**config.mk**
```make
export PLATFORM = sky130hd
export DESIGN_NAME = cozy_flag_unit
export DESIGN_NICKNAME = d
export VERILOG_FILES = /design/src/rtl/cozy_flag_unit.sv
export SDC_FILE = /design/constraint.sdc
export NUM_CORES = 1
export LEC_CHECK = 0
export CAP_MARGIN = 20
export CORE_UTILIZATION = 40
export CTS_BUF_LIST = sky130_fd_sc_hd__clkbuf_8
export CTS_CLUSTER_SIZE = 10
export DETAILED_ROUTE_END_ITERATION = 6
export PLACE_DENSITY_LB_ADDON = 0.2
export SETUP_SLACK_MARGIN = 0.05
export SLEW_MARGIN = 20
export SYNTH_ARGS = -nofsm -noshare
export SYNTH_HDL_FRONTEND = slang
export SYNTH_SLANG_ARGS = --single-unit
export TNS_END_PERCENT = 100
```
**constraint.sdc**
```tcl
create_clock -name clk -period 5.2 [get_ports clk]
set_input_delay 1.04 -clock clk [delete_from_list [all_inputs] [get_ports clk]]
set_output_delay 1.04 -clock clk [all_outputs]
set_load 0.01 [all_outputs]
```
**src/rtl/cozy_flag_unit.sv**
```systemverilog
// Condition-flag register {Z,N,C} with an IRQ save/restore stack of flag words.
// Optional macro COZY_FLAGS_EXT_CHAIN_EN makes alu_ext chain Z across multi-word ops.
module cozy_flag_unit #(
  parameter int WIDTH       = 16,
  parameter int STACK_DEPTH = 4
) (
  input  logic             clk,
  input  logic             rst_n,
  input  logic             alu_valid,
  input  logic             alu_ext,
  input  logic [WIDTH-1:0] alu_result,
  input  logic             alu_carry,
  input  logic             flags_load,
  input  logic [2:0]       flags_wdata,
  input  logic             irq_save,
  input  logic             irq_restore,
  input  logic             err_clr,
  output logic [2:0]       flags,
  output logic [2:0]       flags_next,
  output logic [4:0]       depth,
  output logic             stack_full,
  output logic             stack_empty,
  output logic             err_overflow,
  output logic             err_underflow,
  output logic             err_conflict
);

  localparam int PW = (STACK_DEPTH > 1) ? $clog2(STACK_DEPTH) : 1;

  logic [2:0]    stack_mem [STACK_DEPTH];
  logic [2:0]    flags_reg;
  logic [4:0]    depth_reg;
  logic          err_overflow_reg, err_underflow_reg, err_conflict_reg;

  logic          conflict, do_push, do_pop;
  logic          res_zero, z_alu;
  logic [2:0]    alu_flags;
  logic [PW-1:0] top_idx, push_idx;

  assign stack_full  = (depth_reg == 5'(STACK_DEPTH));
  assign stack_empty = (depth_reg == 5'd0);

  // Simultaneous save and restore cancel each other; the stack is left alone.
  assign conflict = irq_save & irq_restore;
  assign do_push  = irq_save & ~irq_restore & ~stack_full;
  assign do_pop   = irq_restore & ~irq_save & ~stack_empty;

  assign top_idx  = PW'(depth_reg - 5'd1);
  assign push_idx = PW'(depth_reg);

  assign res_zero = (alu_result == '0);
`ifdef COZY_FLAGS_EXT_CHAIN_EN
  assign z_alu = alu_ext ? (flags_reg[2] & res_zero) : res_zero;
`else
  logic unused_alu_ext;
  assign unused_alu_ext = alu_ext;
  assign z_alu = res_zero;
`endif
  assign alu_flags = {z_alu, alu_result[WIDTH-1], alu_carry};

  always_comb begin
    flags_next = flags_reg;
    if (do_pop)
      flags_next = stack_mem[top_idx];
    else if (flags_load)
      flags_next = flags_wdata;
    else if (alu_valid)
      flags_next = alu_flags;
  end

  always_ff @(posedge clk or negedge rst_n) begin
    if (!rst_n) begin
      flags_reg         <= 3'b000;
      depth_reg         <= 5'd0;
      err_overflow_reg  <= 1'b0;
      err_underflow_reg <= 1'b0;
      err_conflict_reg  <= 1'b0;
    end else begin
      flags_reg <= flags_next;
      if (do_push)
        depth_reg <= depth_reg + 5'd1;
      else if (do_pop)
        depth_reg <= depth_reg - 5'd1;
      // A new error event in the same cycle as err_clr keeps its bit set.
      err_overflow_reg  <= (err_overflow_reg  & ~err_clr) | (irq_save & ~irq_restore & stack_full);
      err_underflow_reg <= (err_underflow_reg & ~err_clr) | (irq_restore & ~irq_save & stack_empty);
      err_conflict_reg  <= (err_conflict_reg  & ~err_clr) | conflict;
    end
  end

  // Stack contents are don't-care after reset, so the array carries no reset.
  always_ff @(posedge clk) begin
    if (do_push)
      stack_mem[push_idx] <= flags_reg;
  end

  assign flags         = flags_reg;
  assign depth         = depth_reg;
  assign err_overflow  = err_overflow_reg;
  assign err_underflow = err_underflow_reg;
  assign err_conflict  = err_conflict_reg;

endmodule

```
==> results of run 1 <==
## final cells by class
cell class	count	area share
Clock inverter	1	0.002229
Timing Repair Buffer	42	0.2496
Clock buffer	3	0.02452
Sequential cell	23	0.3774
Inverter	6	0.01337
Multi-Input combinational cell	63	0.3098
Tap cell	31	0.02303
## per-layer routing
metal / routed length, um / up-vias / GRT usage
met3: 279 / 5 / 0.05991
met4: 38 / 0 / 0.08014
met5: 0 / - / 0
li1: - / 448 / -
met1: 1064 / 416 / 0.2015
met2: 1148 / 39 / 0.2789
## cell usage after synthesis (2+ instances only)
cell type / number / share of area
mux4_1: 3 / 0.066
edfxtp_1: 12 / 0.30
nand3_1: 3 / 0.013
nand2b_1: 2 / 0.010
and2_1: 4 / 0.021
mux2i_1: 2 / 0.017
a21oi_1: 2 / 0.0083
nor2_2: 2 / 0.010
dfrtp_1: 11 / 0.23
nand2_1: 5 / 0.016
o21ai_0: 4 / 0.017
nor3_1: 4 / 0.017
o22ai_1: 2 / 0.010
xnor2_1: 3 / 0.022
inv_1: 6 / 0.019
nor2b_1: 3 / 0.016
ha_1: 4 / 0.042
nor2_1: 4 / 0.013
nor4_1: 2 / 0.010
## metrics by stage
step | instances | hold slack (ns)
floorplan | 93 | 0.5489
global placement | 165 | 0.5112
detailed placement | 165 | 0.5166
CTS | 169 | 0.5281
global route | 169 | 0.5638
finish | 169 | 0.5218
## path summary, 6_finish.rpt
path,endpoint,slack [ns],depth (start not counted)
worst max-delay path,flags_next[2],0.95,6
worst min-delay path,err_conflict$_DFF_PN0_,0.52,2
worst max register to register,stack_mem[2][2]$_DFFE_PP_,3.07,5
worst min register to register,err_conflict$_DFF_PN0_,0.52,2
max in group asynchronous,depth[0]$_DFFE_PN0P_,3.73,1
min in group asynchronous,err_conflict$_DFF_PN0_,1.11,1
## where the power goes
| part | internal [mW] | switching [mW] |
|---|---|---|
| logic | 0.161 | 0.112 |
| registers | 0.238 | 0.0597 |
| clock network | 0.0528 | 0.0580 |
## cells by family (layout without fill, tap and decap cells)
| logic type | Yosys count | count (layout) | share of synthesized area |
|---|---|---|---|
| flops | 23 | 23 | 0.5297 |
| simple gates | 34 | 34 | 0.1804 |
| compound gates | 17 | 17 | 0.1085 |
| fa+ha+maj | 4 | 4 | 0.04171 |
| mux | 5 | 5 | 0.08238 |
| buf+inv | 7 | 52 | 0.03545 |
| xor+xnor | 3 | 3 | 0.02190 |
## tightest hold or removal path, stage by stage (launching register included)
cell and delay [ns]:
dfrtp_1 0.38, inv_1 0.05, o21ai_0 0.06
==> metrics.txt, run 1 <==
# TYPE chip_impl_metric gauge
chip_impl_metric{name="layout-area-overhead-vs-synth",unit="%"} 40.35
chip_impl_metric{name="globalRouteOverflowTotal",unit=""} 0
chip_impl_metric{name="port_buffers",unit=""} 42
chip_impl_metric{name="maximum_fanout_along_the_worst_path",unit=""} 4
chip_impl_metric{name="drtPass1Iterations",unit=""} 6
chip_impl_metric{name="worst-path-buf-inv",unit=""} 2
chip_impl_metric{name="finalSetupViolCount",unit=""} 0
chip_impl_metric{name="worst-slew-pin-transition",unit="ns"} 0.5264
chip_impl_metric{name="max_incr_delay_on_cp",unit="ns"} 0.61
chip_impl_metric{name="cts_max_path_buffers",unit=""} 2
chip_impl_metric{name="fmax",unit="MHz"} 235.4
chip_impl_metric{name="finalSetupTns",unit="ns"} 0
chip_impl_metric{name="cts_repair_resize_count",unit=""} 0
chip_impl_metric{name="drive_gt1_frac",unit=""} 0.07246
chip_impl_info{name="critical_path_class",value="in -> out"} 1
chip_impl_metric{name="cts_max_level",unit=""} 1
chip_impl_info{name="critical_path.startpoint",value="alu_valid"} 1
chip_impl_info{name="setup.worst_path.start_class",value="primary input"} 1
chip_impl_metric{name="finalCriticalPeriod",unit="ns"} 4.249
chip_impl_info{name="cts_tree",value="yes"} 1
chip_impl_metric{name="yosysSeqAreaShare",unit=""} 0.5297
chip_impl_metric{name="post-cts-setup-buffer-count",unit=""} 0
chip_impl_metric{name="total_cell_area_at_the_placement_stage",unit="sq um"} 1639
chip_impl_metric{name="timing.critical_path.required",unit="ns"} 4.16
chip_impl_metric{name="grt_max_degree",unit=""} 13
chip_impl_info{name="crit_path_cell_trace",value="clkdlybuf4s50_1 -> or4b_1 -> nor3_1 -> nor3_1 -> o41ai_2 -> clkdlybuf4s50_1"} 1
chip_impl_metric{name="clock_latency",unit="ns"} 0.27
chip_impl_metric{name="finalCoreUtilization",unit=""} 0.6004
chip_impl_info{name="setup_repair_after_global_routing_missed_its_margin",value="false"} 1
chip_impl_info{name="cp_top_family",value="buffers and inverters"} 1
chip_impl_metric{name="dpl_worst_slack",unit="ns"} 0.9385
chip_impl_metric{name="drtIter0Drc",unit=""} 32
chip_impl_metric{name="finish.net_count",unit=""} 171
chip_impl_metric{name="detailroute.via_count",unit=""} 908
chip_impl_metric{name="routedWlPerCell",unit="um"} 14.97
chip_impl_metric{name="synth_fp_nets",unit=""} 125
chip_impl_info{name="layout_common_cells",value="42 x clkdlybuf4s50_1, 12 x edfxtp_1, 11 x dfrtp_1"} 1
chip_impl_metric{name="slew_headroom",unit=""} 0.6480
chip_impl_metric{name="clock_sinks",unit=""} 23
chip_impl_metric{name="postLayoutSetupSlackWorst",unit="ns"} 0.9511
chip_impl_metric{name="number_of_enable_type_register_cells_in_the_synthesized_netlist",unit=""} 12
chip_impl_info{name="hold_path.class",value="reg -> reg"} 1
chip_impl_metric{name="hpwlAfterDp",unit="um"} 1878
chip_impl_metric{name="die_y",unit="um"} 56.77
chip_impl_metric{name="drt.antenna.violating_nets",unit=""} 0
chip_impl_metric{name="final-seq-area",unit="sq um"} 635.6
chip_impl_metric{name="cts-buffers-inserted",unit=""} 3
chip_impl_info{name="failed_checks",value="DRC"} 1
chip_impl_metric{name="syn_avg_cell_area",unit="sq um"} 12.90
chip_impl_metric{name="synth_cells",unit=""} 93
chip_impl_metric{name="post-route-cell-area",unit="sq um"} 1684
chip_impl_metric{name="drv_slew",unit=""} 0
chip_impl_metric{name="cellLeakagePower",unit="nW"} 0.6406
chip_impl_info{name="synth-main-ff-cell",value="edfxtp_1"} 1
chip_impl_metric{name="timing.clock.skew",unit="ns"} 0.009049
chip_impl_metric{name="postSynth.asyncResetShare",unit=""} 0.4783
chip_impl_metric{name="cap_viol_max_count",unit=""} 0
chip_impl_metric{name="n_antenna_cell",unit=""} 0
chip_impl_metric{name="finalPower",unit="mW"} 0.6810
chip_impl_metric{name="num_rows",unit=""} 19
chip_impl_metric{name="path_clk_slew",unit="ns"} 0.09
chip_impl_metric{name="drc",unit=""} 14
chip_impl_info{name="min-delay-start",value="err_conflict$_DFF_PN0_"} 1
chip_impl_metric{name="ir_drop",unit="V"} 0.0003255
chip_impl_metric{name="route.detailed.vias_per_inst",unit=""} 5.373
chip_impl_info{name="crit-reg2reg-launch",value="depth[0]$_DFFE_PN0P_"} 1
chip_impl_metric{name="cell_area_synth",unit="sq um"} 1200
chip_impl_metric{name="placeableCoreArea",unit="sq um"} 2805
chip_impl_metric{name="chipWidth",unit="um"} 56.77
chip_impl_info{name="status",value="finished, violations left"} 1
chip_impl_info{name="clk_tree_root_cell",value="clkbuf_8"} 1
chip_impl_metric{name="largest_register_ff_count",unit=""} 12
chip_impl_metric{name="ys_warn_count",unit=""} 0
chip_impl_metric{name="global_route_wire_length_before_repair",unit="um"} 4002
chip_impl_info{name="worst_setup_path_end_kind",value="output port"} 1
chip_impl_metric{name="route.final.wire_length",unit="um"} 2530
chip_impl_metric{name="report.final.hold_viol_count",unit=""} 0
chip_impl_metric{name="postSynthRegisterBits",unit=""} 23
chip_impl_metric{name="fillers",unit=""} 230
chip_impl_metric{name="p_per_area",unit="nW/um^2"} 404.4
chip_impl_info{name="slowest_stage",value="clkdlybuf4s50_1"} 1
chip_impl_metric{name="io_pins",unit=""} 44
chip_impl_metric{name="floorplan.initialDensity",unit=""} 0.4277
chip_impl_metric{name="multiInputGateArea",unit="sq um"} 521.8
chip_impl_metric{name="antenna_found_initial",unit=""} 0
chip_impl_metric{name="fin_crit_sh",unit=""} 0.8171
chip_impl_info{name="most_common_library_cell_in_the_layout_ignoring_fill_and_taps",value="clkdlybuf4s50_1"} 1
chip_impl_metric{name="grt_pass1_vias",unit=""} 898
chip_impl_metric{name="netlist-cell-type-count",unit=""} 34
chip_impl_metric{name="routabilityCongestion",unit=""} 0.7542
chip_impl_metric{name="worstPathArrival",unit="ns"} 3.21
chip_impl_metric{name="floorplan.die_area",unit="sq um"} 3223
chip_impl_metric{name="grtUsageTotal",unit=""} 0.1709
chip_impl_metric{name="postCtsHoldBufs",unit=""} 0
Note: power is estimated with default switching activity, not from simulation.
==> run 2: changes to the inputs <==
clock period = 4 ns   (was 5.2 ns; I/O delays follow)
==> run 2 against run 1 <==
  * The flow still finishes with violations (DRC)
  * Global-route usage rose by 1.1 points
  * Worst hold slack improved by 0.014 ns
  * Critical path depth did not move
  * First-iteration DRC count rose by 34%
  * Die area did not move
  * Flip-flop and latch count did not move
  * Clock skew fell by 0.0057 ns
  * Sequential share of layout area fell by 0.17 points
  * Worst setup slack got worse by 0.72 ns
==> metrics.txt, run 2 (synthesis results as in run 1) <==
# TYPE chip_impl_metric gauge
chip_impl_metric{name="finalSetupViolCount",unit=""} 0
chip_impl_metric{name="max_incr_delay_on_cp",unit="ns"} 0.61
chip_impl_metric{name="finalSetupTns",unit="ns"} 0
chip_impl_metric{name="placeableCoreArea",unit="sq um"} 2805
chip_impl_metric{name="postCtsHoldBufs",unit=""} 0
chip_impl_metric{name="drive_gt1_frac",unit=""} 0.07914
chip_impl_metric{name="route.detailed.vias_per_inst",unit=""} 5.600
chip_impl_metric{name="finalCriticalPeriod",unit="ns"} 3.774
chip_impl_metric{name="clock_sinks",unit=""} 23
chip_impl_metric{name="drv_slew",unit=""} 0
chip_impl_metric{name="cellLeakagePower",unit="nW"} 0.6454
chip_impl_metric{name="worst-path-buf-inv",unit=""} 2
chip_impl_metric{name="routedWlPerCell",unit="um"} 16.28
chip_impl_metric{name="die_y",unit="um"} 56.77
chip_impl_metric{name="chipWidth",unit="um"} 56.77
chip_impl_metric{name="timing.clock.skew",unit="ns"} 0.003391
chip_impl_metric{name="cts-buffers-inserted",unit=""} 3
chip_impl_metric{name="finish.net_count",unit=""} 172
chip_impl_info{name="clk_tree_root_cell",value="clkbuf_8"} 1
chip_impl_metric{name="maximum_fanout_along_the_worst_path",unit=""} 4
chip_impl_info{name="setup.worst_path.start_class",value="primary input"} 1
chip_impl_metric{name="drc",unit=""} 14
chip_impl_metric{name="global_route_wire_length_before_repair",unit="um"} 4340
chip_impl_metric{name="detailroute.via_count",unit=""} 952
chip_impl_info{name="slowest_stage",value="clkdlybuf4s50_1"} 1
chip_impl_metric{name="report.final.hold_viol_count",unit=""} 0
chip_impl_info{name="setup_repair_after_global_routing_missed_its_margin",value="false"} 1
chip_impl_metric{name="num_rows",unit=""} 19
chip_impl_metric{name="largest_register_ff_count",unit=""} 12
chip_impl_info{name="worst_setup_path_end_kind",value="output port"} 1
chip_impl_info{name="crit_path_cell_trace",value="clkdlybuf4s50_1 -> or4b_1 -> nor3_1 -> nor3_1 -> o41ai_2 -> clkdlybuf4s50_1"} 1
chip_impl_metric{name="dpl.cell_count",unit=""} 166
chip_impl_metric{name="globalRouteOverflowTotal",unit=""} 0
chip_impl_info{name="failed_checks",value="DRC"} 1
chip_impl_metric{name="timing.critical_path.required",unit="ns"} 3.20
chip_impl_metric{name="worst-slew-pin-transition",unit="ns"} 0.5269
chip_impl_info{name="status",value="finished, violations left"} 1
chip_impl_metric{name="port_buffers",unit=""} 42
chip_impl_metric{name="cts_max_level",unit=""} 1
chip_impl_metric{name="cts_repair_resize_count",unit=""} 0
chip_impl_metric{name="floorplan.die_area",unit="sq um"} 3223
chip_impl_metric{name="layout-area-overhead-vs-synth",unit="%"} 40.98
chip_impl_metric{name="cts_max_path_buffers",unit=""} 2
chip_impl_metric{name="drtIter0Drc",unit=""} 43
chip_impl_metric{name="clock_latency",unit="ns"} 0.26
chip_impl_metric{name="fin_crit_sh",unit=""} 0.9435
chip_impl_metric{name="hold_slack",unit="ns"} 0.5356
chip_impl_info{name="hold_path.class",value="reg -> reg"} 1
chip_impl_metric{name="hpwlAfterDp",unit="um"} 2066
chip_impl_metric{name="cap_viol_max_count",unit=""} 0
chip_impl_info{name="cp_top_family",value="buffers and inverters"} 1
chip_impl_metric{name="finalPower",unit="mW"} 0.9012
chip_impl_metric{name="p_per_area",unit="nW/um^2"} 532.7
chip_impl_info{name="most_common_library_cell_in_the_layout_ignoring_fill_and_taps",value="clkdlybuf4s50_1"} 1
chip_impl_info{name="layout_common_cells",value="42 x clkdlybuf4s50_1, 12 x edfxtp_1, 11 x dfrtp_1"} 1
chip_impl_metric{name="drt.antenna.violating_nets",unit=""} 0
chip_impl_metric{name="worstPathArrival",unit="ns"} 2.97
chip_impl_metric{name="n_antenna_cell",unit=""} 0
chip_impl_metric{name="floorplan.initialDensity",unit=""} 0.4277
chip_impl_metric{name="antenna_found_initial",unit=""} 0
chip_impl_info{name="cts_tree",value="yes"} 1
chip_impl_metric{name="path_clk_slew",unit="ns"} 0.08
chip_impl_metric{name="grt_max_degree",unit=""} 13
chip_impl_metric{name="drtPass1Iterations",unit=""} 6
chip_impl_metric{name="io_pins",unit=""} 44
chip_impl_metric{name="fmax",unit="MHz"} 265.0
chip_impl_metric{name="grtUsageTotal",unit=""} 0.1819
chip_impl_metric{name="layoutNonFillerInstCount",unit=""} 170
chip_impl_info{name="critical_path_class",value="in -> out"} 1
chip_impl_metric{name="route.final.wire_length",unit="um"} 2767
chip_impl_metric{name="ir_drop",unit="V"} 0.0004387
chip_impl_metric{name="grt_pass1_vias",unit=""} 916
chip_impl_metric{name="slew_headroom",unit=""} 0.6477
chip_impl_metric{name="post-cts-setup-buffer-count",unit=""} 0
chip_impl_metric{name="routabilityCongestion",unit=""} 0.7157
## run 2: cell count changes in the layout (fill, tap and decap cells not counted), sizes merged
cell and delta:
buf +1
## run 2: layout make-up
cell class | instances | area (sq um)
clock buffers | 3 | 41.29
flip-flops and latches | 23 | 635.6
well taps | 31 | 38.79
clock inverters | 1 | 3.754
inverters | 6 | 22.52
repair buffers | 43 | 427.9
fillers | 254 | 1114
multi-input cells | 63 | 521.8
## run 2: metal layers
| metal | global-route usage | part of all wire | vias to the layer above |
|---|---|---|---|
| met4 | 0.06272 | 0.0090 | 0 |
| met2 | 0.3112 | 0.48 | 40 |
| met3 | 0.05069 | 0.088 | 4 |
| met1 | 0.2197 | 0.43 | 459 |
| li1 | - | - | 449 |
| met5 | 0 | 0 | - |
## run 2: stage by stage
step / area, sq um / worst slack [ns] / util
6_report: 1692 / 0.2262 / 0.6030
5_1_grt: 1692 / 0.1157 / 0.6030
4_1_cts: 1692 / 0.2003 / 0.6030
3_5_place_dp: 1647 / 0.2103 / 0.5870
3_3_place_gp: 1647 / 0.2514 / 0.5870
2_1_floorplan: 1200 / 1.296 / -
## run 2: power breakdown
group	internal (mW)	switching (mW)	total (mW)
combinational	0.216	0.168	0.384
sequential	0.310	0.0653	0.375
clock	0.0685	0.0738	0.142
total	0.595	0.307	0.901
## run 2: worst min-delay path, cell delays in order, from the launching register on
cell and delay (ns):
dfrtp_1 0.39, inv_1 0.05, o21ai_0 0.06
## run 2: path summary, 6_finish.rpt
| path | slack, ns | startpoint | endpoint | cells past startpoint |
|---|---|---|---|---|
| min in group asynchronous | 0.88 | rst_n | err_conflict$_DFF_PN0_ | 1 |
| max in group asynchronous | 2.77 | rst_n | depth[0]$_DFFE_PN0P_ | 1 |
| worst min-delay path | 0.54 | err_conflict$_DFF_PN0_ | err_conflict$_DFF_PN0_ | 2 |
| worst max-delay path | 0.23 | alu_valid | flags_next[2] | 6 |
| worst max register to register | 2.04 | depth[1]$_DFFE_PN0P_ | stack_mem[1][2]$_DFFE_PP_ | 5 |
| worst min register to register | 0.54 | err_conflict$_DFF_PN0_ | err_conflict$_DFF_PN0_ | 2 |
